File: src/rtl/lmmi_cfg_bridge_if.sv
// Host command/response and LMMI channel bundle for lmmi_cfg_bridge.
// The bridge uses the slave view; a host/target model uses the master view.
interface lmmi_cfg_bridge_if #(
  parameter int NUM_CH   = 4,
  parameter int DATA_W   = 8,
  parameter int OFFSET_W = 5,
  parameter int CH_W     = 4
) ();
  logic                         cmd_valid_i;
  logic                         cmd_ready_o;
  logic [CH_W-1:0]              cmd_ch_i;
  logic                         cmd_wr_i;
  logic [OFFSET_W-1:0]          cmd_offset_i;
  logic [DATA_W-1:0]            cmd_wdata_i;
  logic                         rsp_valid_o;
  logic                         rsp_ready_i;
  logic [DATA_W-1:0]            rsp_rdata_o;
  logic [1:0]                   rsp_err_o;
  logic                         busy_o;
  logic [NUM_CH-1:0]            lmmi_request_o;
  logic [NUM_CH-1:0]            lmmi_wr_rdn_o;
  logic [NUM_CH*OFFSET_W-1:0]   lmmi_offset_o;
  logic [NUM_CH*DATA_W-1:0]     lmmi_wdata_o;
  logic [NUM_CH-1:0]            lmmi_ready_i;
  logic [NUM_CH*DATA_W-1:0]     lmmi_rdata_i;
  logic [NUM_CH-1:0]            lmmi_rdata_valid_i;

  modport slave (
    input  cmd_valid_i, cmd_ch_i, cmd_wr_i, cmd_offset_i, cmd_wdata_i, rsp_ready_i,
           lmmi_ready_i, lmmi_rdata_i, lmmi_rdata_valid_i,
    output cmd_ready_o, rsp_valid_o, rsp_rdata_o, rsp_err_o, busy_o,
           lmmi_request_o, lmmi_wr_rdn_o, lmmi_offset_o, lmmi_wdata_o
  );

  modport master (
    output cmd_valid_i, cmd_ch_i, cmd_wr_i, cmd_offset_i, cmd_wdata_i, rsp_ready_i,
           lmmi_ready_i, lmmi_rdata_i, lmmi_rdata_valid_i,
    input  cmd_ready_o, rsp_valid_o, rsp_rdata_o, rsp_err_o, busy_o,
           lmmi_request_o, lmmi_wr_rdn_o, lmmi_offset_o, lmmi_wdata_o
  );
endinterface

File: src/rtl/lmmi_cfg_bridge.sv
// Multi-channel LMMI configuration master: one host command at a time is routed
// to a selected LMMI target, with per-phase timeout and a single response.
module lmmi_cfg_bridge #(
  parameter int NUM_CH   = 4,
  parameter int DATA_W   = 8,
  parameter int OFFSET_W = 5,
  parameter int CH_W     = 4,
  parameter int TIMEOUT  = 255
) (
  input  logic               clk_i,
  input  logic               rst_i,
  lmmi_cfg_bridge_if.slave   bus
);

  localparam int TW = (TIMEOUT > 0) ? $clog2(TIMEOUT + 1) : 1;
  localparam logic [TW-1:0]   TMAX = TW'(TIMEOUT);
  localparam logic [CH_W:0]   NCH  = (CH_W + 1)'(NUM_CH);
  localparam logic [1:0] ERR_OK = 2'd0, ERR_TO = 2'd1, ERR_CH = 2'd2;

  typedef enum logic [1:0] {IDLE, REQ, RDWAIT, RESP} state_t;

  state_t              state_q, state_d;
  logic [CH_W-1:0]     ch_q, ch_d;
  logic                wr_q, wr_d;
  logic [OFFSET_W-1:0] off_q, off_d;
  logic [DATA_W-1:0]   wdata_q, wdata_d;
  logic [DATA_W-1:0]   rdata_q, rdata_d;
  logic [1:0]          err_q, err_d;
  logic [TW-1:0]       timer_q, timer_d;

  logic                rdy_sel, vld_sel, tmo_hit;
  logic [DATA_W-1:0]   rdata_sel;

  // Only the latched channel's handshake inputs are ever looked at.
  always_comb begin
    rdy_sel   = 1'b0;
    vld_sel   = 1'b0;
    rdata_sel = '0;
    for (int k = 0; k < NUM_CH; k++) begin
      if (ch_q == CH_W'(k)) begin
        rdy_sel   = bus.lmmi_ready_i[k];
        vld_sel   = bus.lmmi_rdata_valid_i[k];
        rdata_sel = bus.lmmi_rdata_i[k*DATA_W +: DATA_W];
      end
    end
  end

  assign tmo_hit = (TIMEOUT != 0) && (timer_q == TMAX);

  always_comb begin
    state_d = state_q;
    ch_d    = ch_q;
    wr_d    = wr_q;
    off_d   = off_q;
    wdata_d = wdata_q;
    rdata_d = rdata_q;
    err_d   = err_q;
    timer_d = timer_q;
    case (state_q)
      IDLE: begin
        if (bus.cmd_valid_i) begin
          ch_d    = bus.cmd_ch_i;
          wr_d    = bus.cmd_wr_i;
          off_d   = bus.cmd_offset_i;
          wdata_d = bus.cmd_wdata_i;
          rdata_d = '0;
          timer_d = '0;
          if ({1'b0, bus.cmd_ch_i} >= NCH) begin
            err_d   = ERR_CH;
            state_d = RESP;
          end else begin
            err_d   = ERR_OK;
            state_d = REQ;
          end
        end
      end
      REQ: begin
        // A handshake event in the same cycle as expiry takes priority.
        if (rdy_sel) begin
          if (wr_q) begin
            state_d = RESP;
          end else if (vld_sel) begin
            rdata_d = rdata_sel;
            state_d = RESP;
          end else begin
            timer_d = '0;
            state_d = RDWAIT;
          end
        end else if (tmo_hit) begin
          err_d   = ERR_TO;
          state_d = RESP;
        end else if (TIMEOUT != 0) begin
          timer_d = timer_q + TW'(1);
        end
      end
      RDWAIT: begin
        if (vld_sel) begin
          rdata_d = rdata_sel;
          state_d = RESP;
        end else if (tmo_hit) begin
          err_d   = ERR_TO;
          state_d = RESP;
        end else if (TIMEOUT != 0) begin
          timer_d = timer_q + TW'(1);
        end
      end
      RESP: begin
        if (bus.rsp_ready_i) state_d = IDLE;
      end
      default: state_d = IDLE;
    endcase
  end

  always_ff @(posedge clk_i or posedge rst_i) begin
    if (rst_i) begin
      state_q <= IDLE;
      ch_q    <= '0;
      wr_q    <= 1'b0;
      off_q   <= '0;
      wdata_q <= '0;
      rdata_q <= '0;
      err_q   <= ERR_OK;
      timer_q <= '0;
    end else begin
      state_q <= state_d;
      ch_q    <= ch_d;
      wr_q    <= wr_d;
      off_q   <= off_d;
      wdata_q <= wdata_d;
      rdata_q <= rdata_d;
      err_q   <= err_d;
      timer_q <= timer_d;
    end
  end

  logic [NUM_CH-1:0]          req_o, wrn_o;
  logic [NUM_CH*OFFSET_W-1:0] off_o;
  logic [NUM_CH*DATA_W-1:0]   wd_o;

  always_comb begin
    req_o = '0;
    wrn_o = '0;
    off_o = '0;
    wd_o  = '0;
    for (int k = 0; k < NUM_CH; k++) begin
      if (state_q == REQ && ch_q == CH_W'(k)) begin
        req_o[k]                        = 1'b1;
        wrn_o[k]                        = wr_q;
        off_o[k*OFFSET_W +: OFFSET_W]   = off_q;
        wd_o[k*DATA_W +: DATA_W]        = wdata_q;
      end
    end
  end

  assign bus.lmmi_request_o = req_o;
  assign bus.lmmi_wr_rdn_o  = wrn_o;
  assign bus.lmmi_offset_o  = off_o;
  assign bus.lmmi_wdata_o   = wd_o;
  // Held low while reset is asserted so the host never sees ready mid-reset.
  assign bus.cmd_ready_o    = (state_q == IDLE) && !rst_i;
  assign bus.rsp_valid_o    = (state_q == RESP);
  assign bus.rsp_rdata_o    = rdata_q;
  assign bus.rsp_err_o      = err_q;
  assign bus.busy_o         = (state_q != IDLE);

endmodule

File: src/flat_wrapper.sv
// flat-port wrapper written by rule: the top's interface ports become plain ports
module lmmi_cfg_bridge_flat 
#(
  parameter int NUM_CH   = 4,
  parameter int DATA_W   = 8,
  parameter int OFFSET_W = 5,
  parameter int CH_W     = 4,
  parameter int TIMEOUT  = 255
)
  (clk_i, rst_i, bus_cmd_valid_i, bus_cmd_ch_i, bus_cmd_wr_i, bus_cmd_offset_i, bus_cmd_wdata_i, bus_rsp_ready_i, bus_lmmi_ready_i, bus_lmmi_rdata_i, bus_lmmi_rdata_valid_i, bus_cmd_ready_o, bus_rsp_valid_o, bus_rsp_rdata_o, bus_rsp_err_o, bus_busy_o, bus_lmmi_request_o, bus_lmmi_wr_rdn_o, bus_lmmi_offset_o, bus_lmmi_wdata_o);
  lmmi_cfg_bridge_if #(.NUM_CH(NUM_CH), .DATA_W(DATA_W), .OFFSET_W(OFFSET_W), .CH_W(CH_W)) bus_i ();
  input  logic clk_i;
  input  logic rst_i;
  input wire logic [$bits(bus_i.cmd_valid_i)-1:0] bus_cmd_valid_i;
  input wire logic [$bits(bus_i.cmd_ch_i)-1:0] bus_cmd_ch_i;
  input wire logic [$bits(bus_i.cmd_wr_i)-1:0] bus_cmd_wr_i;
  input wire logic [$bits(bus_i.cmd_offset_i)-1:0] bus_cmd_offset_i;
  input wire logic [$bits(bus_i.cmd_wdata_i)-1:0] bus_cmd_wdata_i;
  input wire logic [$bits(bus_i.rsp_ready_i)-1:0] bus_rsp_ready_i;
  input wire logic [$bits(bus_i.lmmi_ready_i)-1:0] bus_lmmi_ready_i;
  input wire logic [$bits(bus_i.lmmi_rdata_i)-1:0] bus_lmmi_rdata_i;
  input wire logic [$bits(bus_i.lmmi_rdata_valid_i)-1:0] bus_lmmi_rdata_valid_i;
  output wire logic [$bits(bus_i.cmd_ready_o)-1:0] bus_cmd_ready_o;
  output wire logic [$bits(bus_i.rsp_valid_o)-1:0] bus_rsp_valid_o;
  output wire logic [$bits(bus_i.rsp_rdata_o)-1:0] bus_rsp_rdata_o;
  output wire logic [$bits(bus_i.rsp_err_o)-1:0] bus_rsp_err_o;
  output wire logic [$bits(bus_i.busy_o)-1:0] bus_busy_o;
  output wire logic [$bits(bus_i.lmmi_request_o)-1:0] bus_lmmi_request_o;
  output wire logic [$bits(bus_i.lmmi_wr_rdn_o)-1:0] bus_lmmi_wr_rdn_o;
  output wire logic [$bits(bus_i.lmmi_offset_o)-1:0] bus_lmmi_offset_o;
  output wire logic [$bits(bus_i.lmmi_wdata_o)-1:0] bus_lmmi_wdata_o;
  assign bus_i.cmd_valid_i = bus_cmd_valid_i;
  assign bus_i.cmd_ch_i = bus_cmd_ch_i;
  assign bus_i.cmd_wr_i = bus_cmd_wr_i;
  assign bus_i.cmd_offset_i = bus_cmd_offset_i;
  assign bus_i.cmd_wdata_i = bus_cmd_wdata_i;
  assign bus_i.rsp_ready_i = bus_rsp_ready_i;
  assign bus_i.lmmi_ready_i = bus_lmmi_ready_i;
  assign bus_i.lmmi_rdata_i = bus_lmmi_rdata_i;
  assign bus_i.lmmi_rdata_valid_i = bus_lmmi_rdata_valid_i;
  assign bus_cmd_ready_o = bus_i.cmd_ready_o;
  assign bus_rsp_valid_o = bus_i.rsp_valid_o;
  assign bus_rsp_rdata_o = bus_i.rsp_rdata_o;
  assign bus_rsp_err_o = bus_i.rsp_err_o;
  assign bus_busy_o = bus_i.busy_o;
  assign bus_lmmi_request_o = bus_i.lmmi_request_o;
  assign bus_lmmi_wr_rdn_o = bus_i.lmmi_wr_rdn_o;
  assign bus_lmmi_offset_o = bus_i.lmmi_offset_o;
  assign bus_lmmi_wdata_o = bus_i.lmmi_wdata_o;
  lmmi_cfg_bridge #(.NUM_CH(NUM_CH), .DATA_W(DATA_W), .OFFSET_W(OFFSET_W), .CH_W(CH_W), .TIMEOUT(TIMEOUT)) u_core (.clk_i(clk_i), .rst_i(rst_i), .bus(bus_i));
endmodule
File: config.mk
export PLATFORM = sky130hd
export DESIGN_NAME = lmmi_cfg_bridge_flat
export DESIGN_NICKNAME = d
export VERILOG_FILES = /design/src/rtl/lmmi_cfg_bridge_if.sv /design/src/rtl/lmmi_cfg_bridge.sv /design/src/flat_wrapper.sv
export SDC_FILE = /design/constraint.sdc
export NUM_CORES = 1
export LEC_CHECK = 0
export BUFFER_PORTS_ARGS = -buffer_cell sky130_fd_sc_hd__buf_4
export CAP_MARGIN = 30
export CORE_ASPECT_RATIO = 1.1
export CORE_MARGIN = 5
export CORE_UTILIZATION = 45
export DETAILED_ROUTE_END_ITERATION = 16
export PLACE_DENSITY = 0.81
export SYNTH_ARGS = -nofsm -noshare
export SYNTH_HDL_FRONTEND = slang
export SYNTH_SLANG_ARGS = --single-unit
File: constraint.sdc
create_clock -name clk_i -period 2.2 [get_ports clk_i]
set_input_delay 0.55 -clock clk_i [delete_from_list [all_inputs] [get_ports clk_i]]
set_output_delay 0.55 -clock clk_i [all_outputs]
set_load 0.03 [all_outputs]
# Yosys cells after proc, flatten, opt, wreduce, memory -nomap -nowiden
# Cells that the tools add are included.
[word_totals]
mem_bits_ro = 0
latchBits = 0
output_inout_bits = 73
register_bits = 38
ram_bits = 0
memories = 0
inputBits = 62
[classes]
n_eq_ne = 15
mux = 54
add_sub_neg = 1
magnitude_cmp = 1
div = 0
bitwise_logic = 0
shifts = 0
multipliers = 0
n_reduce_logical = 15
[op_table]
columns = ["operator", "count"]
rows = [
  ["$mux W8", 17],
  ["$pmux W8 S3", 2],
  ["$mux W2", 12],
  ["$mux W5", 4],
  ["$mux W1", 17],
  ["$ne A2 B2 Y1 const B", 5],
  ["$add A8 B1 Y8 const B", 1],
  ["$eq A4 B2 Y1 const B", 2],
  ["$eq A8 B8 Y1 const B", 1],
  ["$pmux W2 S4", 1],
  ["$reduce_and A4 Y1", 2],
  ["$ne A3 B3 Y1 const B", 2],
  ["$pmux W2 S3", 1],
  ["$logic_and A1 B1 Y1", 5],
  ["$reduce_and A5 Y1", 1],
  ["$eq A2 B2 Y1 const B", 2],
  ["$eq A4 B1 Y1 const B", 1],
  ["$ge A4 B3 Y1 const B", 1],
  ["$logic_not A4 Y1", 1],
  ["$reduce_and A2 Y1", 2],
  ["$reduce_bool A3 Y1", 1],
  ["$eq A2 B1 Y1 const B", 1],
  ["$logic_not A2 Y1", 1],
  ["$ne A2 B1 Y1 const B", 1],
  ["2 further kinds", 2],
]

# Longest topological paths before layout
[depth]
ltp_word = 9
mapped_depth = 8
mapped_depth_nobuf = 7

# Least setup slack after synthesis
# No wires, ideal clock.
[synth_timing]
path_kind = "register -> output"
start = "reg u_core.ch_q[2]"
end = "out bus_lmmi_offset_o[12]"
path_buffers = 1
stages_incl_launch_ff = 6
path_slack_ns = -0.385
t_arrival_ns = 2.035
required_time_ns = 1.650
path_cell_list = "dfrtp_1 > nor2_1 > nand2_1 > nor3b_1 > clkbuf_1 > and2_1"
[synth_via]
elab_chain_len = 3
[synth_lines]
columns = ["item", "line", "source"]
rows = [
  ["from (decl)", "lmmi_cfg_bridge.sv:23", "logic [CH_W-1:0] ch_q, ch_d;"],
  ["from (signal assigned)", "lmmi_cfg_bridge.sv:126", "ch_q <= ch_d;"],
  ["$eq A4 B2 Y1", "lmmi_cfg_bridge.sv:146", "if (state_q == REQ && ch_q == CH_W'(k)) begin"],
  ["$logic_and A1 B1 Y1", "lmmi_cfg_bridge.sv:146", ""],
  ["$mux W5", "lmmi_cfg_bridge.sv:146", ""],
  ["to (decl)", "flat_wrapper.sv:30", "output wire logic [$bits(bus_i.lmmi_offset_o)-1:0] bus_lmmi_offset_o;"],
]
# No other way between the ends.

# Worst setup path after layout
[layout_timing]
start = "reg u_core.state_q[1]"
end = "out bus_lmmi_wdata_o[21]"
[layout_via]
elab_chain_len = 3
[layout_lines]
columns = ["item", "line", "source"]
rows = [
  ["from (decl)", "lmmi_cfg_bridge.sv:22", "state_t state_q, state_d;"],
  ["from (signal assigned)", "lmmi_cfg_bridge.sv:125", "state_q <= state_d;"],
  ["$eq A2 B1 Y1", "lmmi_cfg_bridge.sv:146", ""],
  ["$logic_and A1 B1 Y1", "lmmi_cfg_bridge.sv:146", ""],
  ["$mux W8", "lmmi_cfg_bridge.sv:146", ""],
  ["to (decl)", "flat_wrapper.sv:31", "output wire logic [$bits(bus_i.lmmi_wdata_o)-1:0] bus_lmmi_wdata_o;"],
]
# No other way between the ends.

==> out/qor.log <==
INFO  outcome        outcome=finished with violations
INFO  placement      io_buffers=134
INFO  power          switching_power=1.91mW
INFO  global_route   use_met1=0.259
INFO  die            effective_utilization_at_floorplan=0.464
INFO  die            floorplan.core_area=5360um2
INFO  critical_path  rrSetupSlack=0.06ns
INFO  clocking       clock_latency=0.29ns
INFO  global_route   track_usage=0.234
INFO  global_route   globalRoute.totalOverflow=0
INFO  clocking       cts_made_buffers=5
INFO  finish         area.growth.synth_to_final=68.1%
INFO  finish         finalCoreUtilization=0.779
INFO  finish         layout.nets=479
INFO  timing         layout_worst_path_cycle_share=1.03
INFO  timing         setup_violations=43
INFO  global_route   number_of_global_route_vias_before_repair=2681
INFO  synthesis      synth.yosys.warnings=0
INFO  clocking       cts-htree-levels=2
INFO  synthesis      postSynthRegisterBits=38
INFO  die            floorplan.io_pins=135
INFO  placement      placed_cell_area=3740um2
INFO  die            chipWidth=80.9um
INFO  critical_path  path_class=flip-flop to output pin
INFO  timing         worst_hold_slack=0.393ns
INFO  global_route   gr-usage-met2=0.423
INFO  synthesis      proportion_of_synthesized_chip_area_in_sequential_cells=0.383
INFO  global_route   groute.layer.met3.usage=0.0617
INFO  critical_path  worst-endpoint-arrival=1.73ns
INFO  synthesis      synth_enable_flop_cells=0
INFO  drt            drc_errors=0
INFO  synthesis      share_of_synthesized_registers_carrying_an_async_set_or_reset=1.00
INFO  timing         worstMarginPinSlew=0.489ns
INFO  global_route   grt_max_degree=39
INFO  clocking       clk_root_buffer_cell=sky130_fd_sc_hd__clkbuf_8
INFO  finish         final_design_area_no_fill=4180um2
INFO  clocking       clk_pin_slew_worst_paths=0.07ns
INFO  power          clock_power_share=0.125
INFO  placement      dp_worst_setup_slack=-0.0537ns
INFO  clocking       cts_tree=done
INFO  die            fp.dieH=87.9um
INFO  clocking       cts_hold_buffers=0
INFO  synthesis      syn-mean-instance-area=9.86um2
INFO  timing         clock_tree_skew_after_final_layout=0.00321ns
INFO  critical_path  r2r-end=u_core.bus.rsp_rdata_o[6]
INFO  synthesis      postSynthNetCount=320
INFO  critical_path  timing.critical_path.fanout_max=8
INFO  timing         slew_viol_final=0
INFO  drt            post_drt_wl_per_cell=17.9um
INFO  clocking       clockBufferDepth=2
INFO  power          static-leakage-power=2.09nW
INFO  power          cellInternalPower=2.62mW
INFO  synthesis      syn_inst=252
INFO  drt            via_count=2592
INFO  power          power-per-cell-area=1080nW/um2
INFO  power          power.share.sequential=0.272
INFO  finish         drive_above_1_share=0.638
INFO  drt            drt_first_pass_iters=4
INFO  placement      routabilityCongestion=0.843
INFO  critical_path  worstReg2RegStart=u_core.state_q[1]
INFO  die            fp.dieArea=7110um2
INFO  synthesis      synthesis.area=2480um2
INFO  drt            wirelength=8700um
INFO  clocking       clkSinkCount=38
INFO  power          power_frac_comb=0.603
INFO  timing         final_hold_viol_count=0
INFO  power          vdd_drop_max=0.000605V
INFO  placement      place.detailed.hpwl=6090um
INFO  global_route   initial_antenna_violation_count=0
INFO  outcome        violations=setup timing
INFO  global_route   grt-busiest-layer=met2
INFO  critical_path  critical_path.endpoint_type=output pin
INFO  drt            initialDrtViolationCount=125
INFO  finish         final_cells=487
INFO  synthesis      synth-main-ff-cell=sky130_fd_sc_hd__dfrtp_1
INFO  timing         max_slew_headroom_at_the_worst_pin=0.673
INFO  worst_hold_path hold_path.class=primary input to asynchronous set/reset pin
INFO  timing         rsz0062_at_grt=true
INFO  timing         max_freq=439MHz
INFO  power          report.power.total=4.53mW
INFO  run            drv.max_cap_violation_count=0
INFO  global_route   grt_pass1_wl=13000um
INFO  timing         tns=-1.94ns
INFO  timing         min_period=2.28ns
INFO  timing         post-route-worst-setup-slack=-0.0761ns
INFO  power          p_sw_frac=0.421
INFO  critical_path  timing.critical_path.required=1.65ns
INFO  finish         insertedDiodeCount=0
INFO  synthesis      synth_cell_types=42
INFO  critical_path  logic_depth_of_the_worst_register_to_register_path=8
INFO  placement      post-place-cells=470
INFO  drt            ant_nets=0
INFO  critical_path  cp-start-kind=flip-flop
INFO  die            floorplan.rows=28
INFO  drt            viasPerCell=5.32
[kinds of logic after synthesis]
logic type               Yosys count  share of synthesized area
AO/OA/AOI/OAI                     53                      0.145
multiplexers                      37                      0.177
adder cells (fa/ha/maj)            6                     0.0302
AND/OR/NAND/NOR                  100                      0.232
buffers and inverters             18                     0.0332
flip-flops                        38                      0.383
[synth_stat cells (2+ instances only)]
cell type                   n  area (um2)
sky130_fd_sc_hd__o21ai_2    3        26.3
sky130_fd_sc_hd__nor2_1    16        60.1
sky130_fd_sc_hd__nor2b_1    3        18.8
sky130_fd_sc_hd__o31ai_1    2        15.0
sky130_fd_sc_hd__dfrtp_1   38         951
sky130_fd_sc_hd__ha_1       6        75.1
sky130_fd_sc_hd__and4_1     2        17.5
sky130_fd_sc_hd__a21oi_1    9        45.0
sky130_fd_sc_hd__nand3_1    2        10.0
sky130_fd_sc_hd__clkbuf_1   9        33.8
sky130_fd_sc_hd__and2_1    58         363
sky130_fd_sc_hd__buf_6      2        22.5
sky130_fd_sc_hd__or3_1      2        12.5
sky130_fd_sc_hd__nor3b_1    2        15.0
sky130_fd_sc_hd__a22o_1     5        43.8
sky130_fd_sc_hd__o22ai_1    9        56.3
sky130_fd_sc_hd__mux2_2    35         394
sky130_fd_sc_hd__mux4_2     2        45.0
sky130_fd_sc_hd__nand2_1    7        26.3
sky130_fd_sc_hd__o21ai_0   11        55.1
sky130_fd_sc_hd__inv_1      7        26.3
sky130_fd_sc_hd__a21o_1     2        15.0
[layout by cell type, fill, tap and decap left out, types with 2 or more instances in the layout]
| cell | instances |
|---|---|
| sky130_fd_sc_hd__a21o_1 | 2 |
| sky130_fd_sc_hd__a21oi_1 | 9 |
| sky130_fd_sc_hd__a22o_1 | 5 |
| sky130_fd_sc_hd__and2_1 | 21 |
| sky130_fd_sc_hd__and2_2 | 10 |
| sky130_fd_sc_hd__and2_4 | 27 |
| sky130_fd_sc_hd__and4_1 | 2 |
| sky130_fd_sc_hd__buf_12 | 2 |
| sky130_fd_sc_hd__buf_4 | 123 |
| sky130_fd_sc_hd__buf_6 | 38 |
| sky130_fd_sc_hd__clkbuf_8 | 8 |
| sky130_fd_sc_hd__dfrtp_1 | 36 |
| sky130_fd_sc_hd__dfrtp_2 | 2 |
| sky130_fd_sc_hd__ha_1 | 5 |
| sky130_fd_sc_hd__inv_1 | 6 |
| sky130_fd_sc_hd__mux2_2 | 35 |
| sky130_fd_sc_hd__mux4_2 | 2 |
| sky130_fd_sc_hd__nand2_1 | 6 |
| sky130_fd_sc_hd__nand3_1 | 2 |
| sky130_fd_sc_hd__nor2_1 | 14 |
| sky130_fd_sc_hd__nor2b_1 | 3 |
| sky130_fd_sc_hd__o21ai_0 | 11 |
| sky130_fd_sc_hd__o21ai_2 | 3 |
| sky130_fd_sc_hd__o22ai_1 | 9 |
| sky130_fd_sc_hd__or3_1 | 2 |
[registers in the layout, summed over array words and instances (netlist names)]
register,cells
u_core.bus.rsp_err_o,2
u_core.bus.rsp_rdata_o,8
u_core.ch_q,4
u_core.off_q,5
u_core.state_q,2
u_core.timer_q,8
u_core.wdata_q,8
u_core.wr_q,1
[worst max-delay path, stage by stage (launching register included)]
cell and delay (ns):
sky130_fd_sc_hd__dfrtp_1 0.40, sky130_fd_sc_hd__inv_2 0.09, sky130_fd_sc_hd__ha_4 0.16, sky130_fd_sc_hd__nand2_4 0.07, sky130_fd_sc_hd__nor3b_4 0.27, sky130_fd_sc_hd__buf_6 0.18, sky130_fd_sc_hd__and2_4 0.15, sky130_fd_sc_hd__buf_6 0.12
[area by class of cell]
cell class	count	area [um2]
well taps	75	93.8
clock buffers	8	110
fillers	331	1180
multi-input cells	196	1600
inverters	7	26.3
flip-flops and latches	38	953
repair buffers	163	1390
[power groups by stage]
stage                     combinational (mW)  sequential, mW  clock (mW)
final                                   2.73            1.23       0.564
after global routing                    2.96            1.27       0.603
after CTS                               2.64            1.20       0.573
after detailed placement                2.45            1.19           0
after global placement                  2.38            1.17           0
after floorplan                         1.62            1.17           0
[how the worst max path moves through the flow]
stage | start | end | depth (start not counted)
final | u_core.state_q[1] | bus_lmmi_wdata_o[21] | 7
after global routing | u_core.state_q[1] | bus_lmmi_wdata_o[18] | 7
after CTS | u_core.state_q[1] | bus_lmmi_wdata_o[18] | 7
after detailed placement | bus_lmmi_rdata_valid_i[3] | u_core.timer_q[5] | 7
after global placement | bus_lmmi_rdata_valid_i[3] | u_core.timer_q[5] | 7
after floorplan | u_core.state_q[1] | bus_lmmi_offset_o[12] | 6
[layer usage]
| layer | part of all wire | wire (um) |
|---|---|---|
| met1 | 0.38 | 3260 |
| met2 | 0.51 | 4450 |
| met3 | 0.081 | 706 |
| met4 | 0.033 | 283 |
| met5 | 0 | 0 |
[repair_timing]
action | in CTS | in global routing
setup endpoints to repair | 60 | 70
setup buffers | 4 | 3
gates resized for setup | 50 | 35
pin swaps | 2 | 4
gates cloned | 2 | 0
Power figures use the tool's default switching activity.
